==> src/rtl/conv_pkg.sv <==
// Shared definitions for the K=3, rate-1/2 (G0=111, G1=101) convolutional code.
// Used by the Viterbi decoder and the companion encoder.
package conv_pkg;

  localparam int K          = 3;
  localparam logic [K-1:0] G0 = 3'b111;
  localparam logic [K-1:0] G1 = 3'b101;
  localparam int NUM_STATES = 4;

  typedef enum logic [1:0] {
    ST_ACS,
    ST_TRACE,
    ST_OUT
  } state_t;

  // Encoder output pair {G0 bit, G1 bit} for input bit b leaving state s = {x_k-1, x_k-2}
  function automatic logic [1:0] conv_out(input logic b, input logic [1:0] s);
    logic [K-1:0] sr;
    sr = {b, s};
    return {^(sr & G0), ^(sr & G1)};
  endfunction

  // Hamming distance between two 2-bit pairs (0..2)
  function automatic logic [1:0] ham2(input logic [1:0] a, input logic [1:0] b);
    logic [1:0] x;
    x = a ^ b;
    return {x[1] & x[0], x[1] ^ x[0]};
  endfunction

endpackage

==> src/rtl/viterbi_acs.sv <==
// Add-compare-select for one trellis state: two saturating candidate metrics,
// the smaller survives; ties go to predecessor 0 (x_k-2 = 0).
module viterbi_acs #(
  parameter int MW = 6
) (
  input  logic [MW-1:0] metric0,
  input  logic [MW-1:0] metric1,
  input  logic [1:0]    bm0,
  input  logic [1:0]    bm1,
  output logic [MW-1:0] metric_new,
  output logic          dec
);

  function automatic logic [MW-1:0] sat_add(input logic [MW-1:0] m, input logic [1:0] bm);
    logic [MW:0] sum;
    sum = {1'b0, m} + (MW+1)'(bm);
    return sum[MW] ? {MW{1'b1}} : sum[MW-1:0];
  endfunction

  logic [MW-1:0] cand0;
  logic [MW-1:0] cand1;

  assign cand0      = sat_add(metric0, bm0);
  assign cand1      = sat_add(metric1, bm1);
  assign dec        = (cand1 < cand0);
  assign metric_new = dec ? cand1 : cand0;

endmodule

==> src/rtl/viterbi_decoder.sv <==
// Hard-decision Viterbi decoder for terminated frames: one ACS step per accepted
// pair, then a one-step-per-cycle traceback from state 0, then a one-cycle output.
module viterbi_decoder
  import conv_pkg::*;
#(
  parameter int FRAME_BITS = 8,
  parameter int MW         = 6
) (
  input  logic                  clk,
  input  logic                  rst,
  input  logic                  in_valid,
  input  logic [1:0]            in_sym,
  output logic                  in_ready,
  output logic                  out_valid,
  output logic [FRAME_BITS-1:0] out_data,
  output logic [MW-1:0]         out_metric
);

  localparam int N  = FRAME_BITS + 2;
  localparam int SW = $clog2(N);
  localparam logic [SW-1:0] LAST_STEP   = SW'(N - 1);
  localparam logic [MW-1:0] METRIC_INIT = {1'b1, {(MW-1){1'b0}}};

  state_t                  state_reg;
  logic [SW-1:0]           step_reg;
  logic [MW-1:0]           metric_reg  [NUM_STATES];
  logic [MW-1:0]           metric_next [NUM_STATES];
  logic [NUM_STATES-1:0]   dec_vec;
  logic                    accept;

  logic [NUM_STATES-1:0]   surv_mem [N];
  logic [NUM_STATES-1:0]   surv_rd_reg;
  logic [NUM_STATES-1:0]   last_dec_reg;
  logic [SW-1:0]           rd_addr;
  logic [NUM_STATES-1:0]   dec_sel;

  logic [1:0]              tb_state_reg;
  logic [1:0]              tb_state_next;
  logic [FRAME_BITS-1:0]   tb_bits_reg;
  logic [FRAME_BITS-1:0]   tb_bits_next;

  logic                    out_valid_reg;
  logic [FRAME_BITS-1:0]   out_data_reg;
  logic [MW-1:0]           out_metric_reg;

  assign in_ready   = (state_reg == ST_ACS);
  assign accept     = in_valid && in_ready;
  assign out_valid  = out_valid_reg;
  assign out_data   = out_data_reg;
  assign out_metric = out_metric_reg;

  // Next state gi = {b, a} is reached from {a,0} and {a,1} on input bit b
  genvar gi;
  generate
    for (gi = 0; gi < NUM_STATES; gi++) begin : g_acs
      localparam logic       IN_BIT = 1'(gi / 2);
      localparam logic [1:0] PRED0  = 2'((gi % 2) * 2);
      localparam logic [1:0] PRED1  = 2'((gi % 2) * 2 + 1);
      logic [1:0] bm0;
      logic [1:0] bm1;

      assign bm0 = ham2(in_sym, conv_out(IN_BIT, PRED0));
      assign bm1 = ham2(in_sym, conv_out(IN_BIT, PRED1));

      viterbi_acs #(.MW(MW)) u_acs (
        .metric0    (metric_reg[PRED0]),
        .metric1    (metric_reg[PRED1]),
        .bm0        (bm0),
        .bm1        (bm1),
        .metric_new (metric_next[gi]),
        .dec        (dec_vec[gi])
      );
    end
  endgenerate

  // Survivor RAM reads one step ahead of the traceback; the newest step is
  // not yet readable when traceback starts, so it comes from last_dec_reg.
  assign rd_addr = (step_reg == '0) ? '0 : step_reg - SW'(1);

  always_ff @(posedge clk) begin
    if (accept) begin
      surv_mem[step_reg] <= dec_vec;
      last_dec_reg       <= dec_vec;
    end
    surv_rd_reg <= surv_mem[rd_addr];
  end

  always_comb begin
    dec_sel       = (step_reg == LAST_STEP) ? last_dec_reg : surv_rd_reg;
    tb_state_next = {tb_state_reg[0], dec_sel[tb_state_reg]};
    tb_bits_next  = tb_bits_reg;
    // Tail steps carry no information; earlier steps shift in at the MSB
    if (int'(step_reg) < FRAME_BITS)
      tb_bits_next = {tb_state_reg[1], tb_bits_reg[FRAME_BITS-1:1]};
  end

  always_ff @(posedge clk or posedge rst) begin
    if (rst) begin
      state_reg      <= ST_ACS;
      step_reg       <= '0;
      tb_state_reg   <= '0;
      tb_bits_reg    <= '0;
      out_valid_reg  <= 1'b0;
      out_data_reg   <= '0;
      out_metric_reg <= '0;
      for (int i = 0; i < NUM_STATES; i++)
        metric_reg[i] <= (i == 0) ? '0 : METRIC_INIT;
    end else begin
      case (state_reg)
        ST_ACS: begin
          out_valid_reg <= 1'b0;
          if (accept) begin
            for (int i = 0; i < NUM_STATES; i++)
              metric_reg[i] <= metric_next[i];
            if (step_reg == LAST_STEP) begin
              state_reg    <= ST_TRACE;
              tb_state_reg <= '0;
            end else begin
              step_reg <= step_reg + SW'(1);
            end
          end
        end
        ST_TRACE: begin
          tb_state_reg <= tb_state_next;
          tb_bits_reg  <= tb_bits_next;
          if (step_reg == '0) begin
            state_reg      <= ST_OUT;
            out_valid_reg  <= 1'b1;
            out_data_reg   <= tb_bits_next;
            out_metric_reg <= metric_reg[0];
          end else begin
            step_reg <= step_reg - SW'(1);
          end
        end
        ST_OUT: begin
          out_valid_reg <= 1'b0;
          state_reg     <= ST_ACS;
          step_reg      <= '0;
          for (int i = 0; i < NUM_STATES; i++)
            metric_reg[i] <= (i == 0) ? '0 : METRIC_INIT;
        end
        default: begin
          state_reg <= ST_ACS;
          step_reg  <= '0;
        end
      endcase
    end
  end

endmodule
==> config.mk <==
export PLATFORM = sky130hd
export DESIGN_NAME = viterbi_decoder
export DESIGN_NICKNAME = d
export VERILOG_FILES = /design/src/rtl/conv_pkg.sv /design/src/rtl/viterbi_acs.sv /design/src/rtl/viterbi_decoder.sv
export SDC_FILE = /design/constraint.sdc
export NUM_CORES = 1
export LEC_CHECK = 0
export CAP_MARGIN = 10
export CORE_MARGIN = 2
export CORE_UTILIZATION = 58
export DETAILED_ROUTE_END_ITERATION = 10
export PLACE_DENSITY = 0.76
export SYNTH_ARGS = -nofsm -noshare
export SYNTH_HDL_FRONTEND = slang
export SYNTH_SLANG_ARGS = --single-unit
==> constraint.sdc <==
create_clock -name clk -period 7.9 [get_ports clk]
set_input_delay 1.185 -clock clk [delete_from_list [all_inputs] [get_ports clk]]
set_output_delay 1.185 -clock clk [all_outputs]
set_load 0.02 [all_outputs]
Word-level counts from Yosys, hierarchy flattened

Memory sizes are Yosys's and may differ from the RTL's. A register that Yosys moved wholly into a read port is not among the register bits.
Index checks and enable logic that the tools add are counted.

Flip-flop bits (word level): 59
Memory bits (writable): 40
Bits of input ports: 5
Output and inout port bits: 16
Logic and storage cells: 95
Memories: 1

Add/subtract/negate cells: 10
Magnitude comparators: 6
Eq/ne operators: 8
Muxes and demuxes: 34
Bitwise gates (word level): 11
Reduce and logical (&&, ||, !) cells: 13

Memory list:

| memory   | words | width | rd ports | clocked after memory_dff | wr ports | RTL line              | RTL |
|---|---|---|---|---|---|---|---|
| surv_mem | 10    | 4     | 1        | 1                        | 1        | viterbi_decoder.sv:31 | `logic [NUM_STATES-1:0] surv_mem [N];` |

Operators by type and width:

| kind                  | number |
|---|---|
| $mux W6               | 12 |
| $add A6 B2 Y7         | 8 |
| $pmux W24 S2          | 1 |
| $lt A6 B6 Y1          | 4 |
| $mux W24              | 1 |
| $mux W4               | 5 |
| $mux W2               | 5 |
| $reduce_and A3 Y1     | 3 |
| $mux W8               | 1 |
| $pmux W2 S2           | 2 |
| $pmux W4 S2           | 1 |
| $ne A2 B2 Y1 const B  | 3 |
| $reduce_and A2 Y1     | 3 |
| $reduce_bool A2 Y1    | 3 |
| $add A4 B1 Y4 const B | 1 |
| $and A1 B1 Y1         | 4 |
| $eq A4 B4 Y1 const B  | 1 |
| $logic_not A4 Y1      | 1 |
| $lt A4 B4 Y1 const B  | 1 |
| $mux W1               | 4 |
| $ne A2 B1 Y1 const B  | 2 |
| $sub A4 B1 Y4 const B | 1 |
| $xor A1 B1 Y1         | 4 |
| $lt A2 B3 Y1 const B  | 1 |
| 9 further kinds       | 10 |

Logic depth before layout (Yosys ltp)

Gate-level depths: netlist of run 1.

Depth after elaboration: 8
Depth in mapped cells: 16
Gate-level depth less buffers: 15

Modules after synthesis

A second synthesis of run 1 with hierarchy kept.

Cell total of the unflattened synthesis: 618
Area, all modules: 6456.2 sq um

By module, submodules not included:

| module                            | times used | cells each | area each (sq um) | seq. area each (sq um) |
|---|---|---|---|---|
| viterbi_decoder                   | 1          | 336        | 4291.6            | 2756.4 |
| viterbi_acs at g_acs[1].u_acs ... | 3          | 70         | 541.8             | 0.0 |
| viterbi_acs at g_acs[0].u_acs     | 1          | 72         | 539.3             | 0.0 |

Worst setup path before layout of run 1

No wires, ideal clock.

Kind: input to register
Start point: input port in_sym[0]
End point: register metric_reg[4] in the netlist's numbering
Library setup time: 0.126 ns
Arrival: 4.227 ns
Required time: 7.774 ns
Setup slack: 3.546 ns
Stages on the path: 14
Buffers on the path: 0
Cell sequence: inv_1 > ha_1 > inv_1 > ha_1 > nand2b_1 > a31oi_2 > nor2b_1 > mux2_2 > ha_1 > and4_1 > nand2_1 > o211ai_2 > inv_1 > a311o_1

Word-level cells in the longest chain between the ends: 8
Elaborated cells between the ends (all ways): 13
Classes of those cells: add/sub: 2; order compare: 1; mux: 5; bitwise: 5

RTL lines:

| element                                               | RTL line               | RTL |
|---|---|---|
| from (decl)                                           | viterbi_decoder.sv:12  | `input logic [1:0] in_sym,` |
| $not A1 Y1 (no line)                                  | -                      |  |
| $xor A1 B1 Y1 / $and A1 B1 Y1 (equally long branches) | conv_pkg.sv:27         | `return {x[1] & x[0], x[1] ^ x[0]};` |
| $add A6 B2 Y7                                         | viterbi_acs.sv:16      | `sum = {1'b0, m} + (MW+1)'(bm);` |
| $mux W6                                               | viterbi_acs.sv:17      | `return sum[MW] ? {MW{1'b1}} : sum[MW-1:0];` |
| $lt A6 B6 Y1 *                                        | viterbi_acs.sv:25      | `assign dec = (cand1 < cand0);` |
| named net g_acs[3].u_acs.dec                          | viterbi_acs.sv:11      | `output logic dec` |
| $mux W6 *                                             | viterbi_acs.sv:26      | `assign metric_new = dec ? cand1 : cand0;` |
| $mux W24 *                                            | viterbi_decoder.sv:112 | `if (accept) begin` |
| $pmux W24 S2 *                                        | viterbi_decoder.sv:109 | `case (state_reg)` |
| to (signal, indexed assignment)                       | viterbi_decoder.sv:107 | `metric_reg[i] <= (i == 0) ? '0 : METRIC_INIT;` |
| to (signal, indexed assignment)                       | viterbi_decoder.sv:114 | `metric_reg[i] <= metric_next[i];` |
| to (signal, indexed assignment)                       | viterbi_decoder.sv:140 | `metric_reg[i] <= (i == 0) ? '0 : METRIC_INIT;` |
| to (decl)                                             | viterbi_decoder.sv:26  | `logic [MW-1:0] metric_reg [NUM_STATES];` |

Mark *: on every way through the listed nets, which the timed path passes. The rest lies on a longest branch. The select of a mux whose other input is x is not followed.
A chain may end at the register's enable or synchronous reset.

Final worst setup path of run 1

Start point: input port in_sym[1]
End point: register metric_reg[18] in the netlist's numbering

Word-level cells in the longest chain between the ends: 8
Elaborated cells between the ends (all ways): 13
Classes of those cells: add/sub: 2; order compare: 1; mux: 5; bitwise: 5

RTL lines:

| element                                               | RTL line |
|---|---|
| $not A2 Y2 (no line)                                  | - |
| $xor A1 B1 Y1 / $and A1 B1 Y1 (equally long branches) | conv_pkg.sv:27 |
| $add A6 B2 Y7                                         | viterbi_acs.sv:16 |
| $mux W6                                               | viterbi_acs.sv:17 |
| $lt A6 B6 Y1                                          | viterbi_acs.sv:25 |
| $mux W6 *                                             | viterbi_acs.sv:26 |
| $mux W24 *                                            | viterbi_decoder.sv:112 |
| $pmux W24 S2 *                                        | viterbi_decoder.sv:109 |

Every way passes the cells marked *; elsewhere a longest branch is shown, timed or not. The select of a mux whose other input is x is not followed.

==> results of run 1 <==
## area by class of cell
type | count | area, um2
fillers | 827 | 3940
multi-input cells | 469 | 3390
flip-flops and latches | 103 | 2780
repair buffers | 24 | 230
well taps | 140 | 175
clock buffers | 9 | 124
clock inverters | 7 | 92.6
inverters | 17 | 63.8
## cells by family (layout without fill, tap and decap cells)
family	Yosys count	count (layout)	synth area share, %
buf+inv	47	57	3.18
mux	58	58	9.88
flops	103	103	43.6
xor+xnor	22	22	3.14
simple gates	203	203	16.0
fa+ha+maj	41	41	8.05
compound gates	145	145	16.1
## worst min-delay path by stage
stage	endpoint	slack, ns	cells after the start
floorplan	step_reg[1]	0.47	1
global placement	out_valid	0.49	1
detailed placement	out_metric[0]	0.50	1
CTS	step_reg[1]	0.52	1
global route	out_metric[1]	0.54	1
finish	out_metric[0]	0.52	1
## cells in the mapped netlist (all sizes together), types with 7 or more instances
| cell | instances | share of area [%] |
|---|---|---|
| o22ai | 8 | 0.79 |
| xor2 | 8 | 1.1 |
| and2 | 16 | 1.6 |
| xnor2 | 14 | 2.0 |
| or3 | 7 | 0.69 |
| inv | 16 | 0.94 |
| or2 | 7 | 0.69 |
| a21oi | 36 | 2.8 |
| a211oi | 7 | 1.1 |
| mux2 | 19 | 3.4 |
| mux2i | 37 | 5.8 |
| o21ai | 23 | 1.9 |
| clkbuf | 18 | 1.1 |
| o311ai | 7 | 0.96 |
| buf | 12 | 1.1 |
| nor2b | 10 | 0.98 |
| nand2b | 10 | 0.98 |
| edfxtp | 44 | 21 |
| ha | 41 | 8.1 |
| a21o | 11 | 1.3 |
| o31ai | 7 | 0.90 |
| dfrtp | 52 | 20 |
| o211ai | 12 | 1.5 |
| nor2 | 46 | 2.7 |
| nand3 | 16 | 1.3 |
| and3 | 7 | 0.69 |
| nand2 | 58 | 3.4 |
## critical path, delay by kind of cell
kind	cells	cell delay [ns]
buffers and inverters	2	0.69
adder cells (fa/ha/maj)	3	0.99
multiplexers	1	0.37
AND/OR/NAND/NOR	2	0.51
AO/OA/AOI/OAI	6	1.79
## where the power goes
part / switching [mW] / leakage (nW) / total, mW / internal [mW]
Sequential: 0.199 / 1.13 / 1.04 / 0.840
Clock: 0.209 / 0.112 / 0.366 / 0.157
Combinational: 0.946 / 1.57 / 1.63 / 0.688
## metal layers
metal | track usage (%) | part of all wire [%] | up-vias
met2 | 40.7 | 48 | 118
met3 | 4.66 | 3.7 | 19
li1 | - | - | 2278
met5 | 0 | 0 | -
met1 | 33.8 | 46 | 2318
met4 | 7.51 | 1.8 | 0
## through the flow
stage	setup WS, ns	std cells	area [um2]	hold WS, ns
2_1_floorplan	3.55	619	6370	0.474
3_3_place_gp	2.40	753	6640	0.487
3_5_place_dp	2.21	753	6640	0.498
4_1_cts	2.61	769	6860	0.515
5_1_grt	2.16	769	6860	0.537
6_report	2.62	769	6860	0.520
==> results.tsv, run 1 <==
metric	value	unit
synth_area	0.00637	mm2
max_stage_delay	1.04	ns
async_reset_ff_share	53.4	%
rsz0062_at_grt	no	
setup_viol_count_final	0	
worstSkewPairLatency	0.38	ns
cts_max_level	3	
path_max_fanout	21	
tightest_slew	1.28	ns
clock_path_buffers	2	
vias	4733	
totalPowerFinal	3.04	mW
cts_sinks	103	
slew_headroom	14.9	%
ys_ff_latch	103	
gp_congestion	0.905	
die_h	109	um
drtIter0Drc	380	
most-common-layout-cells	nand2_1, dfrtp_1, nor2_1, edfxtp_1, ha_1	
critPathKind	in2reg	
worst_setup_path_start_kind	primary input	
post-dp-hpwl	9.95	mm
hold_start	out_metric[0]	
syn_inst	619	
r2r_start	metric_reg[12]	
rows	38	
syn2layout_area_growth	7.58	%
grt_antenna_before_repair	0	
fin_tns_setup	0	ns
clk_pin_slew_worst_paths	0.11	ns
core	0.0108	mm2
final_nets	670	
ys.flop_type	dfrtp_1	
drt.antenna.violating_nets	0	
syn_nets	665	
die_w	109	um
wire_per_inst	18.1	um
crit_path_end_kind	flip-flop	
period_share	66.9	%
grt_pass1_wl	22.7	mm
endpoint	metric_reg[18]	
clock_skew	0.0109	ns
diodes	0	
grt_overflow	0	
worstRegToRegCells	11	
cp_cell_sequence	clkdlybuf4s50_1, inv_1, ha_1, ha_1, nor2b_1, o21ai_0, a21boi_0, mux2_2, ha_1, a21o_1, a21o_1, a221oi_2, nor3b_2, o31ai_2	
grt_usage	24.9	%
largest_reg_flops	40	
fin_crit	5.28	ns
avgSynthCellArea	10.3	um2
cts_hold_buffers	0	
drt-pass1-iter-count	5	
routed_wl	13.9	mm
fmax	0.189	GHz
final_util	63.5	%
outcome	completed	
grt_max_degree	56	
cts_setup_buffers	0	
grt_pass1_vias	4481	
slowest_stage	a221oi_2	
r2r_slack	4.08	ns
crit_path_frequent_cell	ha_1	
cts_tree	yes	
hp-class	reg2reg	
p_leak	2.82	nW
drt_drc_violations_left	0	
final-max-slew-violation-count	0	
p_per_area	443	mW/mm2
synth-seq-area-share	43.6	%
vdd_drop_max	412	uV
synth_cell_types	66	
yosys_warnings	0	
drive_gt1_share	10.5	%
crit_required	8.16	ns
r2r-end	metric_reg[18]	
initial_core_util	59.0	%
final_common_cell	nand2_1	
routed_via_density	6.15	
cts_buffers	9	
arrival	5.54	ns
port_buffers	20	
cap_violations	0	
cp-startpoint	in_sym[1]	
synth_edf_count	44	
ios	21	
cts_resized	0	
finalHoldViolations	0	
die-area	0.0118	mm2
ctsRootBufferMaster	clkbuf_8	
Note: power is estimated with default switching activity, not from simulation.
==> run 2, diff against run 1 <==
Clock period 7.9 ns to 5.2 ns, I/O delays scaled along.
==> results.tsv, run 2 (same netlist as run 1, synthesis figures left out) <==
metric	value	unit
grt_pass1_vias	4588	
clock_path_buffers	2	
final_common_cell	nand2_1	
slowest_stage	clkdlybuf4s50_1	
cts_hold_buffers	0	
dpl_worst_slack	0.141	ns
path_max_fanout	13	
max_stage_delay	0.56	ns
hold_start	out_valid	
totalPowerFinal	4.61	mW
critPathKind	in2reg	
fin_crit	4.71	ns
grt_usage	24.8	%
syn2layout_area_growth	7.81	%
drt-pass1-iter-count	6	
core	0.0108	mm2
slew_headroom	44.3	%
ctsRootBufferMaster	clkbuf_8	
crit_path_end_kind	flip-flop	
cts_tree	yes	
holdWs	0.494	ns
fin_tns_setup	0	ns
cts_buffers	9	
hp-class	reg2reg	
fillers	889	
finalHoldViolations	0	
die_w	109	um
cap_violations	0	
grt_antenna_before_repair	0	
routed_wl	14.1	mm
setup_viol_count_final	0	
p_leak	2.83	nW
clock_skew	0.00726	ns
period_share	90.6	%
die_h	109	um
cts_sinks	103	
hold_path_end	out_valid	
routed_via_density	6.14	
most-common-layout-cells	nand2_1, dfrtp_1, nor2_1, edfxtp_1, ha_1	
vias	4757	
grt_overflow	0	
crit_required	5.47	ns
r2r_slack	1.69	ns
port_buffers	20	
drt_drc_violations_left	0	
final-max-slew-violation-count	0	
largest_reg_flops	40	
initial_core_util	59.0	%
cts_max_level	3	
ios	21	
final_nets	676	
worstRegToRegCells	13	
worst_setup_path_start_kind	primary input	
wire_per_inst	18.2	um
drt.antenna.violating_nets	0	
outcome	completed	
grt_max_degree	56	
fin_ws	0.491	ns
diodes	0	
fmax	0.212	GHz
post-dp-hpwl	10.2	mm
tightest_slew	0.832	ns
r2r_start	metric_reg[18]	
r2r-end	metric_reg[10]	
p_per_area	671	mW/mm2
rsz0062_at_grt	no	
holdPathStages	1	
gp_congestion	0.955	
cts_setup_buffers	0	
rows	38	
seq_area	0.00278	mm2
drive_gt1_share	11.2	%
die-area	0.0118	mm2
worstSkewPairLatency	0.37	ns
vdd_drop_max	436	uV
cts_resized	0	
arrival	4.98	ns
drtIter0Drc	371	
clk_pin_slew_worst_paths	0.10	ns
grt_pass1_wl	22.6	mm
final_util	63.7	%
multiInputGateArea	0.00339	mm2
cp_cell_sequence	clkdlybuf4s50_1, inv_1, ha_1, inv_1, ha_1, nand2b_1, a31oi_2, nor2b_1, mux2_2, ha_1, and4_1, nand2_1, o211ai_2, inv_1, a311o_1	
## run 2: changes by cell type in the layout (fill, tap and decap cells not counted)
cell / previous run / this run
clkinv_4: 1 / 0
clkinvlp_4: 0 / 1
clkbuf_8: 9 / 10
bufinv_16: 1 / 0
clkinv_1: 1 / 2
buf_4: 4 / 10
inv_6: 1 / 3
inv_8: 4 / 1
## run 2: through the flow
step / instance area, um2 / cells
after floorplan: 6370 / 619
after global placement: 6680 / 759
after detailed placement: 6680 / 759
after CTS: 6870 / 775
after global routing: 6870 / 775
final: 6870 / 775
## run 2: per-layer routing
metal  global-route usage (%)  vias to the layer above  routed length [um]
met1                     32.7                     2309                6310
met2                     41.5                      133                6860
met4                     7.42                        0                 241
met5                        0                        -                   0
li1                         -                     2288                   -
met3                     4.84                       27                 678
## run 2: critical path, delay by kind of cell
family	cells	cell delay, ns
muxes	1	0.36
adders and majority gates	3	0.95
AOI/OAI and AO/OA	3	1.12
and+or+nand+nor	4	0.64
buffers and inverters	4	1.12
## run 2: cell type report
class | instances | area share, %
clock buffer | 10 | 2.00
clock inverter | 6 | 0.710
inverter | 17 | 0.929
multi-input combinational | 469 | 49.3
sequential | 103 | 40.5
tap | 140 | 2.55
timing repair buffer | 30 | 4.01
## run 2: where the power goes
group	switching [mW]	total (mW)	leakage (nW)	internal, mW
Clock	0.298	0.493	0.0933	0.195
Combinational	1.46	2.54	1.60	1.08
Sequential	0.304	1.58	1.13	1.27
Total	2.06	4.61	2.83	2.55
## run 2: how the worst max path moves through the flow
| stage | depth (start not counted) | from | to | slack (ns) |
|---|---|---|---|---|
| 5_1_grt | 15 | in_sym[0] | metric_reg[2] | 0.21 |
| 3_3_place_gp | 15 | in_sym[0] | metric_reg[2] | 0.39 |
| 4_1_cts | 15 | in_sym[0] | metric_reg[2] | 0.51 |
| 2_1_floorplan | 14 | in_sym[0] | metric_reg[4] | 1.25 |
| 6_report | 15 | in_sym[0] | metric_reg[2] | 0.49 |
| 3_5_place_dp | 15 | in_sym[0] | metric_reg[2] | 0.14 |
==> run 3, diff against run 2 <==
Settings changed: CORE_MARGIN 2 to 1.5.
==> results.tsv, run 3 (same netlist as run 1, synthesis figures left out) <==
metric	value	unit
cts_buffers	9	
drt-pass1-iter-count	5	
cts_resized	0	
path_max_fanout	13	
p_leak	2.84	nW
cts_hold_buffers	0	
fin_tns_setup	0	ns
sw_frac_of_total	44.5	%
placed_area	0.00669	mm2
routed_via_density	6.16	
gp_congestion	0.889	
grt_usage	25.6	%
diodes	0	
p_per_area	668	mW/mm2
wire_per_inst	17.9	um
crit_path_end_kind	flip-flop	
core	0.0108	mm2
rows	38	
fin_area	0.00689	mm2
p_seq_share	34.3	%
clk_pin_slew_worst_paths	0.11	ns
cts_sinks	103	
drt_drc_violations_left	0	
cts_setup_buffers	0	
die_h	108	um
vdd_drop_max	428	uV
port_buffers	20	
drt.antenna.violating_nets	0	
fillers	863	
final_nets	677	
rsz0062_at_grt	no	
cap_violations	0	
fin_cells	776	
post-dp-hpwl	10.2	mm
most-common-layout-cells	nand2_1, dfrtp_1, nor2_1, edfxtp_1, ha_1	
holdPathStages	1	
cts_max_level	3	
worstSkewPairLatency	0.39	ns
r2r_slack	1.79	ns
r2r-end	metric_reg[4]	
power_frac_comb	54.8	%
vias	4782	
place_inst	760	
fmax	0.214	GHz
final-max-slew-violation-count	0	
period_share	89.7	%
use_met2	43.1	%
max_stage_delay	0.56	ns
clock_skew	0.00914	ns
worst_setup_path_start_kind	primary input	
outcome	completed	
gr-usage-met3	5.21	%
worstRegToRegCells	11	
setup_viol_count_final	0	
initial_core_util	59.0	%
cp_cell_sequence	clkdlybuf4s50_1, inv_1, ha_1, inv_1, ha_1, nand2b_1, a31oi_2, nor2b_1, mux2_2, ha_1, and4_1, nand2_1, o211ai_2, inv_1, a311o_1	
grt_max_degree	46	
fin_ws	0.537	ns
syn2layout_area_growth	8.07	%
grt_pass1_vias	4627	
drive_gt1_share	11.5	%
pwr-share-clk	10.8	%
hp-class	reg2reg	
ctsRootBufferMaster	clkbuf_8	
slew_headroom	38.4	%
drtIter0Drc	468	
grt_pass1_wl	23.0	mm
routed_wl	13.9	mm
grt_antenna_before_repair	0	
power_switching	2.05	mW
top_usage_layer	met2	
hold_start	out_valid	
largest_reg_flops	40	
ios	21	
crit_required	5.47	ns
crit_family	buffers and inverters	
fin_crit	4.66	ns
final_common_cell	nand2_1	
tightest_slew	0.923	ns
slowest_stage	clkdlybuf4s50_1	
grt_util_met1	33.6	%
arrival	4.93	ns
clock_path_buffers	2	
cts_tree	yes	
p_int	2.55	mW
die-area	0.0116	mm2
grt_overflow	0	
finalHoldViolations	0	
critPathKind	in2reg	
r2r_start	metric_reg[0]	
path_buf_inv	4	
die_w	108	um
dpl_worst_slack	0.166	ns
hold_path_end	out_valid	
run 3: through the flow:
step / total power [mW] / hold WS (ns) / util [%]
after floorplan: 3.43 / 0.474 / -
after global placement: 3.99 / 0.478 / 62.0
after detailed placement: 4.09 / 0.478 / 62.0
after CTS: 4.60 / 0.504 / 63.8
after global routing: 4.98 / 0.538 / 63.8
final: 4.60 / 0.496 / 63.8
run 3: layer usage:
| layer | vias to the layer above | part of all wire [%] |
|---|---|---|
| li1 | 2296 | - |
| met1 | 2316 | 45 |
| met2 | 150 | 48 |
| met3 | 20 | 5.2 |
| met4 | 0 | 1.7 |
| met5 | - | 0 |
run 3: area by class of cell:
type	instances	area (um2)	share of cell area [%]
Clock buffer	9	124	1.80
Sequential cell	103	2780	40.4
Multi-Input combinational cell	469	3390	49.2
Tap cell	140	175	2.54
Timing Repair Buffer	31	283	4.11
Clock inverter	7	71.3	1.04
Inverter	17	63.8	0.927
run 3: power by group through the flow:
stage / Sequential, mW / Combinational (mW) / Clock, mW
after CTS: 1.57 / 2.52 / 0.513
after global placement: 1.57 / 2.42 / 0
final: 1.58 / 2.52 / 0.499
after global routing: 1.62 / 2.82 / 0.546
after floorplan: 1.45 / 1.98 / 0
after detailed placement: 1.59 / 2.50 / 0
run 3: worst max path at each step:
stage	from	endpoint	slack, ns	cells after the start
after floorplan	in_sym[0]	metric_reg[4]	1.25	14
after global placement	in_sym[0]	metric_reg[2]	0.38	15
after detailed placement	in_sym[0]	metric_reg[4]	0.17	15
after CTS	in_sym[0]	metric_reg[4]	0.57	15
after global routing	in_sym[0]	metric_reg[2]	0.24	15
final	in_sym[0]	metric_reg[4]	0.54	15
